File: src/rtl/regfile_op_sequencer.sv
// Register-file / ALU operation sequencer.
// Accepts one instruction per valid/ready handshake and walks it through
// DECODE -> EXECUTE -> WRITEBACK, issuing the two reads, capturing the ALU
// result and strobing a single register-file write.
module regfile_op_sequencer #(
  parameter int DATA_W = 18,
  parameter int ADDR_W = 4,
  parameter int IMM_W  = 6,
  parameter int CNT_W  = 16
) (
  input  logic              Clock,
  input  logic              Clear,
  input  logic              InstrValid,
  input  logic [DATA_W-1:0] Instr,
  output logic              InstrReady,
  output logic [ADDR_W-1:0] ReadSelect1,
  output logic [ADDR_W-1:0] ReadSelect2,
  output logic [1:0]        ALUControl,
  output logic              ALUSrcImm,
  output logic [DATA_W-1:0] Immediate,
  input  logic [DATA_W-1:0] ALUResult,
  output logic [ADDR_W-1:0] WriteSelect,
  output logic [DATA_W-1:0] WriteData,
  output logic              WriteEnable,
  output logic              Done,
  output logic              Illegal,
  output logic [CNT_W-1:0]  RetiredCount
);

  typedef enum logic [1:0] {
    ST_IDLE      = 2'd0,
    ST_DECODE    = 2'd1,
    ST_EXECUTE   = 2'd2,
    ST_WRITEBACK = 2'd3
  } state_e;

  // Instruction field positions, counted down from the MSB.
  localparam int OP_MSB  = DATA_W - 1;
  localparam int RD_MSB  = DATA_W - 5;
  localparam int RS1_MSB = RD_MSB - ADDR_W;
  localparam int RS2_MSB = RS1_MSB - ADDR_W;

  // Opcodes 0000..0101 are supported; everything else is illegal.
  function automatic logic op_is_legal(input logic [3:0] op);
    op_is_legal = (op <= 4'b0101);
  endfunction

  // Immediate forms (01xx) take the B operand from the immediate.
  function automatic logic op_uses_imm(input logic [3:0] op);
    op_uses_imm = (op[3:2] == 2'b01);
  endfunction

  // ALU function is the low two opcode bits (ADDI->ADD, ANDI->AND).
  function automatic logic [1:0] op_alu_ctrl(input logic [3:0] op);
    op_alu_ctrl = op[1:0];
  endfunction

  // Both immediate forms sign-extend the low IMM_W bits.
  function automatic logic [DATA_W-1:0] sign_ext(input logic [IMM_W-1:0] imm);
    sign_ext = {{(DATA_W-IMM_W){imm[IMM_W-1]}}, imm};
  endfunction

  state_e              state_q,   state_d;
  logic [3:0]          op_q,      op_d;
  logic [ADDR_W-1:0]   rd_q,      rd_d;
  logic                ready_q,   ready_d;
  logic [ADDR_W-1:0]   rsel1_q,   rsel1_d;
  logic [ADDR_W-1:0]   rsel2_q,   rsel2_d;
  logic [1:0]          aluctl_q,  aluctl_d;
  logic                srcimm_q,  srcimm_d;
  logic [DATA_W-1:0]   imm_q,     imm_d;
  logic [ADDR_W-1:0]   wsel_q,    wsel_d;
  logic [DATA_W-1:0]   wdata_q,   wdata_d;
  logic                we_q,      we_d;
  logic                done_q,    done_d;
  logic                illegal_q, illegal_d;
  logic [CNT_W-1:0]    retired_q, retired_d;

  logic [3:0] instr_op_s;
  assign instr_op_s = Instr[OP_MSB -: 4];

  // Next-state and next-output logic; outputs are computed one cycle ahead
  // so that every port comes straight from a flop.
  always_comb begin
    state_d   = state_q;
    op_d      = op_q;
    rd_d      = rd_q;
    ready_d   = 1'b0;
    rsel1_d   = rsel1_q;
    rsel2_d   = rsel2_q;
    aluctl_d  = aluctl_q;
    srcimm_d  = srcimm_q;
    imm_d     = imm_q;
    wsel_d    = wsel_q;
    wdata_d   = wdata_q;
    we_d      = 1'b0;
    done_d    = 1'b0;
    illegal_d = 1'b0;
    retired_d = retired_q;
    case (state_q)
      ST_IDLE: begin
        if (InstrValid && ready_q) begin
          op_d      = instr_op_s;
          rd_d      = Instr[RD_MSB -: ADDR_W];
          rsel1_d   = Instr[RS1_MSB -: ADDR_W];
          rsel2_d   = Instr[RS2_MSB -: ADDR_W];
          aluctl_d  = op_alu_ctrl(instr_op_s);
          srcimm_d  = op_uses_imm(instr_op_s);
          imm_d     = sign_ext(Instr[IMM_W-1:0]);
          illegal_d = ~op_is_legal(instr_op_s);
          state_d   = ST_DECODE;
        end else begin
          ready_d   = 1'b1;
        end
      end
      ST_DECODE: begin
        if (op_is_legal(op_q)) begin
          state_d = ST_EXECUTE;
        end else begin
          state_d = ST_IDLE;
          ready_d = 1'b1;
        end
      end
      ST_EXECUTE: begin
        wdata_d = ALUResult;
        wsel_d  = rd_q;
        we_d    = 1'b1;
        done_d  = 1'b1;
        state_d = ST_WRITEBACK;
      end
      ST_WRITEBACK: begin
        retired_d = retired_q + {{(CNT_W-1){1'b0}}, 1'b1};
        ready_d   = 1'b1;
        state_d   = ST_IDLE;
      end
      default: begin
        ready_d = 1'b1;
        state_d = ST_IDLE;
      end
    endcase
  end

  // State and output registers with synchronous clear (clear aborts any op).
  always_ff @(posedge Clock) begin
    if (Clear) begin
      state_q   <= ST_IDLE;
      op_q      <= 4'd0;
      rd_q      <= '0;
      ready_q   <= 1'b1;
      rsel1_q   <= '0;
      rsel2_q   <= '0;
      aluctl_q  <= 2'd0;
      srcimm_q  <= 1'b0;
      imm_q     <= '0;
      wsel_q    <= '0;
      wdata_q   <= '0;
      we_q      <= 1'b0;
      done_q    <= 1'b0;
      illegal_q <= 1'b0;
      retired_q <= '0;
    end else begin
      state_q   <= state_d;
      op_q      <= op_d;
      rd_q      <= rd_d;
      ready_q   <= ready_d;
      rsel1_q   <= rsel1_d;
      rsel2_q   <= rsel2_d;
      aluctl_q  <= aluctl_d;
      srcimm_q  <= srcimm_d;
      imm_q     <= imm_d;
      wsel_q    <= wsel_d;
      wdata_q   <= wdata_d;
      we_q      <= we_d;
      done_q    <= done_d;
      illegal_q <= illegal_d;
      retired_q <= retired_d;
    end
  end

  assign InstrReady   = ready_q;
  assign ReadSelect1  = rsel1_q;
  assign ReadSelect2  = rsel2_q;
  assign ALUControl   = aluctl_q;
  assign ALUSrcImm    = srcimm_q;
  assign Immediate    = imm_q;
  assign WriteSelect  = wsel_q;
  assign WriteData    = wdata_q;
  assign WriteEnable  = we_q;
  assign Done         = done_q;
  assign Illegal      = illegal_q;
  assign RetiredCount = retired_q;

endmodule
File: config.mk
export PLATFORM = sky130hd
export DESIGN_NAME = regfile_op_sequencer
export DESIGN_NICKNAME = d
export VERILOG_FILES = /design/src/rtl/regfile_op_sequencer.sv
export SDC_FILE = /design/constraint.sdc
export NUM_CORES = 1
export LEC_CHECK = 0
export BUFFER_PORTS_ARGS = -buffer_cell sky130_fd_sc_hd__buf_2
export CAP_MARGIN = 20
export CORE_ASPECT_RATIO = 0.5
export CORE_MARGIN = 4
export CORE_UTILIZATION = 43
export CTS_BUF_LIST = sky130_fd_sc_hd__clkbuf_8
export CTS_CLUSTER_DIAMETER = 100
export DETAILED_ROUTE_END_ITERATION = 10
export GPL_ROUTABILITY_DRIVEN = 0
export PLACE_DENSITY = 0.77
export SLEW_MARGIN = 20
export SYNTH_ARGS = -nofsm -noshare
export SYNTH_HDL_FRONTEND = slang
export SYNTH_SLANG_ARGS = --single-unit
export TNS_END_PERCENT = 10
File: constraint.sdc
create_clock -name Clock -period 1.6 [get_ports Clock]
set_input_delay 0.16 -clock Clock [delete_from_list [all_inputs] [get_ports Clock]]
set_output_delay 0.16 -clock Clock [all_outputs]
set_load 0.05 [all_outputs]
Yosys cells after proc, flatten, opt, wreduce, memory -nomap -nowiden
Cells that the tools add are included.

Flip-flop bits (word level): 68. Bits in latches: 0. Bits in writable memories: 0. ROM bits: 0. Bits of input ports: 39. Output and inout port bits: 71. Logic and storage cells: 36. Memories kept: 0.

Add/subtract/negate cells: 1. $mul: 0. Div/mod/pow operators: 0. $lt $le $gt $ge: 2. Equal/unequal tests: 5. Shift-type cells: 0. Muxes and demuxes: 7. Bitwise logic cells: 3. Reductions and logical operators: 4.

Operators by type and width (count): adder 16 x 1 -> 16 bit (second input constant) (1); less-or-equal comparator 4 x 3 -> 1 bit (second input constant) (2); one-hot mux 2 bit (4 select lines) (1); equality test 2 x 1 -> 1 bit (second input constant) (2); equality test 2 bit (second input constant) (2); two-way mux 2 bit (2); two-way mux 1 bit (3); NOT 1 bit (3); one-hot mux 1 bit (3 select lines) (1); OR reduction 3 bit (1); zero test 2 bit (1); inequality test 2 bit (second input constant) (1); AND reduction 2 bit (1); logical AND 1 bit (1).

Longest topological paths before layout
Word-level depth: 3. Gate-level depth with buffers: 6. Depth with buffers taken out: 5.

Worst setup path before layout
No wires, ideal clock.

Path type: flip-flop to flip-flop. From: register retired_q[4] (netlist: RetiredCount[4]). To: register retired_q[13] (netlist: RetiredCount[13]). Library setup time: 0.070 ns. Data arrival time: 1.968 ns. Required time: 1.530 ns. Path slack: -0.439 ns. Cell stages (with the launch flop): 5. Path buffers: 0. Period minus slack after synthesis: 2.039 ns. Cell sequence: dfxtp_1 > nand4_2 > or3_4 > or4_1 > a21oi_1.

Longest elaborated chain between the ends: 1.

Ends and longest elaborated chain: start, declared (RTL line 77) `logic [CNT_W-1:0] retired_q, retired_d;`; start signal, assigned (RTL line 176) `retired_q <= retired_d;`; adder 16 x 1 -> 16 bit (RTL line 132) `retired_d = retired_q + {{(CNT_W-1){1'b0}}, 1'b1};`.

No other way between the ends. A chain may end at the register's enable or synchronous reset.

Worst setup path in the final report
From: register retired_q[0] (netlist: RetiredCount[0]). To: register retired_q[15] (netlist: RetiredCount[15]).

Same word-level chain as after synthesis.

==> summary by stage <==
Global routing
The first global-routing pass estimated approximately 9700 um of wire. The layer flagged by global routing as most heavily used is met2. The number of antenna violations at the first check in global routing came to 0. The met3 track demand over resource in global routing is about 5.6%. For met2 alone, demand over resource in global routing was 35.0%. Entering global routing, the biggest net connects 34 pins. The global routing usage on met1 is approximately 18%. Global routing consumed, over all layers together, between 15 and 20% of the routing resources.

Global routing finished with a remaining overflow of 0. The number of global-route vias before repair is between 2000 and 2500.

Worst setup path
Traced cell by cell, the critical path runs through nand3_4 > or3_4 > buf_4 > o41ai_2 > a21oi_1. The endpoint type of the worst setup path is a flop. The critical path's largest stage delay is 0.38 ns. The critical path in this run is classified as flop to flop. STA classifies the critical path startpoint as a flop. For this design, the slowest cell found on the critical path is sky130_fd_sc_hd__or3_4. Data on the critical path is required at its endpoint by roughly 1.8 ns. For the worst setup path, the data arrival time is 1.71 ns. The maximum fanout along the worst path is 4.

Synth
The share of the yosys chip area belonging to registers is 51.2%. Averaged over all synthesized cells, the footprint is 8.11 um^2. The largest area contributor in the synthesized netlist is sky130_fd_sc_hd__dfxtp_1.

The post-synthesis net count is 339. The mapped cell area is 0.00242 mm^2. The yosys synthesis warning count is 0. Yosys mapped a number of flops with a built-in enable equal to 0. Synthesis produced a netlist whose cell count is around 300. In this run, distinct cell masters in the synthesized netlist total 28. Of the total synthesized cell area, the portion taken by XOR and XNOR cells is under 10%. The dominant cell by count in the synthesized netlist is sky130_fd_sc_hd__nand2_1. By count the netlist is led by sky130_fd_sc_hd__nand2_1 (87), sky130_fd_sc_hd__dfxtp_1 (62), sky130_fd_sc_hd__a21oi_1 (49).

The largest family of logic cells by synthesized area is simple AND/OR/NAND/NOR gates. By area the synthesized netlist is led by sky130_fd_sc_hd__dfxtp_1 (51%), sky130_fd_sc_hd__nand2_1 (13%), sky130_fd_sc_hd__a21oi_1 (10%). The fraction of the mapped netlist area in compound gates is between 10% and 20%. The post-synthesis async set-or-reset flop share is 0%. The flip-flop and latch count after synthesis is 62. The synthesized netlist devotes 0.516% of its cell area to adder and majority cells. The commonest register cell after synthesis is sky130_fd_sc_hd__dfxtp_1. Multiplexer cells account for 0% of the synthesized area.

Summing the areas of all and, or, nand and nor instances in the mapped netlist gives between 20% and 30% of the synthesized area. The share of the synthesized area in the top cell type is 51.2%.

Layout
The count of filler cells inserted in the layout is between 400 and 500. The number of antenna diodes in the final layout is 0. The net count of the finished layout is between 400 and 500. The sequential cell area in the final layout is 0.00128 mm^2. The synthesis-to-finish area growth is 34.5%. The multi-input combinational cell area is approximately 0.0010 mm^2. In the final layout, the share of cells above drive strength 1 is between 40% and 50%.

STA
Static timing analysis puts the maximum clock frequency at ~660 MHz. The final hold slack is about 0.055 ns. Clock skew on the completed layout was measured at ~0.0042 ns.

Setup repair after global routing left no endpoint under its margin. The final period demand of the worst path is approximately 1.5 ns. Setup violations remaining at the end of the flow were counted as 0. The final cycle utilization of the critical path is a little over nine tenths. In the post-route analysis, the smallest setup slack over all paths is between 0.09 and 0.1 ns. The worst pin sits at a relative slew slack of 57.0%. The final-report hold violation count is 0.

The slew of the pin with the lowest slew margin is 0.645 ns. The number of pins with negative max-slew slack in the final report is 0.

Detailed routing
In the final routed layout, each cell accounts on average for between 10 and 15 um. The number of nets still failing antenna checks after routing is 0. After the first detailed-routing iteration, the DRC count stood at around 100. Before antenna repair, the detailed router went through 4 iterations. The overall routed net length is between 6000 and 7000 um. The final route contains approximately 2300 vias. The DRC violations left is 0. Dividing the detail-routed via count by the number of cells gives between 4 and 5.

Power and ir drop
The analysis attributes to cell leakage a power of 1.48 nW. Net switching is 33.8% of the power. In this run, the combinational gates consume 23.4% of the power. The worst-case IR drop observed on VDD is ~0.74 mV. The internal power is ~2.5 mW.

The power density over the cells is 1140 mW/mm^2. The switching power summed over all nets is roughly 1.3 mW. The clock share of power is 31.5%.

The share of total power dissipated in sequential elements is a little under half.

Clock network
The CTS sink count is 62. The clock tree from TritonCTS is built. The number of H-tree levels is 3. Clock-pin slew was measured on the worst setup and hold paths at 0.06 ns. In this run the deepest clock path goes through 2 buffers. The worst-skew pair later-pin latency is ~0.34 ns. The cell at the root of the clock tree is sky130_fd_sc_hd__clkbuf_8.

The TritonCTS buffer count is 9.

Flow run
The tool flagged a number of max-cap violations equal to 0.

Place
Input and output buffers added on the ports amount to between 100 and 150. The placed wire-length estimate after detailed placement is roughly 4400 um. The minimum setup slack after placement is -0.0159 ns.

Floorplan
The die is around 110 um wide. The I/O pin total is between 100 and 150. The initial core utilization is 46.8%. The total core area is 0.00518 mm^2. The die is 61.1 um tall. The die outline area is between 0.006 and 0.007 mm^2. Row generation in the floorplan step produced 18 rows.

Worst hold path
The path category of the worst min-delay check is input pin to flop.

Outcome
The run finished with clean final reports.
## worst paths after layout
check | startpoint | endpoint | slack (ns) | cells past startpoint
worst max register to register | RetiredCount[0] | RetiredCount[15] | 0.09 | 5
worst min register to register | WriteData[17] | WriteData[17] | 0.46 | 2
worst max-delay path | RetiredCount[0] | RetiredCount[15] | 0.09 | 5
worst min-delay path | Instr[13] | rd_q[3] | 0.06 | 3
## logic make-up after synthesis
kind of cell	count (synthesis)
AND/OR/NAND/NOR	134
flip-flops	62
AO/OA/AOI/OAI	53
buffers and inverters	38
XOR/XNOR	11
adder cells (fa/ha/maj)	1
## registers in the layout (all words and copies together), names as in the netlist, 2 cells and up, named ones only
signal        flops
WriteData        18
rd_q              4
op_q              4
ReadSelect1       4
RetiredCount     16
Immediate         2
ReadSelect2       4
WriteSelect       4
## worst max-delay path, delay by kind of cell, from the launching register on
kind / cells / cell delay [ns]
flops: 1 / 0.37
buf+inv: 1 / 0.15
compound gates: 2 / 0.39
simple gates: 2 / 0.45
## timing repair
action / 4_1_cts / 5_1_grt
pin swaps: 3 / 2
setup endpoints to repair: 1 / 1
gates resized for setup: 3 / 0
hold buffers: 0 / 0
buffers inserted: 6 / 3
## through the flow
| stage | instance area, um^2 | setup TNS (ns) | utilization, % | instances | total power, mW |
|---|---|---|---|---|---|
| after floorplan | 2480 | -0.0550 | - | 299 | 2.40 |
| after global placement | 3010 | 0 | 58.1 | 453 | 2.57 |
| after detailed placement | 3010 | -0.0159 | 58.1 | 453 | 2.59 |
| after CTS | 3240 | 0 | 62.5 | 474 | 3.77 |
| after global routing | 3260 | 0 | 62.9 | 477 | 3.88 |
| final | 3260 | 0 | 62.9 | 477 | 3.72 |
## power groups by stage
stage                     clock network [mW]  registers [mW]  logic (mW)
after global routing                    1.27            1.69       0.926
after global placement                     0            1.71       0.861
after detailed placement                   0            1.71       0.873
after CTS                               1.22            1.68       0.876
after floorplan                            0            1.95       0.450
final                                   1.17            1.68       0.870
## metal layers
metal	vias to the layer above	part of all wire, %
met3	10	3.8
met2	39	53
li1	1169	-
met5	-	0
met4	0	1.6
met1	1070	42
## placed cells by master (no fill, tap or decap), drive strengths merged
cell type  instances
nand4              3
o41ai              1
o21ai              2
buf              128
nor2              17
or4                3
nand2b             1
o31ai              1
nor4               3
nand3b             2
a21oi             49
dfxtp             62
clkinv             1
xnor2              7
clkbuf            11
nand2             88
and2b              1
or3                3
ha                 1
or3b               1
or2                1
nand3              7
xor2               4
nor3               4
inv                6
## area by class of cell
class	instances	share of cell area [%]
Clock buffer	11	4.64
Clock inverter	4	0.499
Inverter	3	0.345
Multi-Input combinational cell	199	30.8
Sequential cell	62	39.1
Tap cell	70	2.69
Timing Repair Buffer	128	21.9
Power figures use the tool's default switching activity.
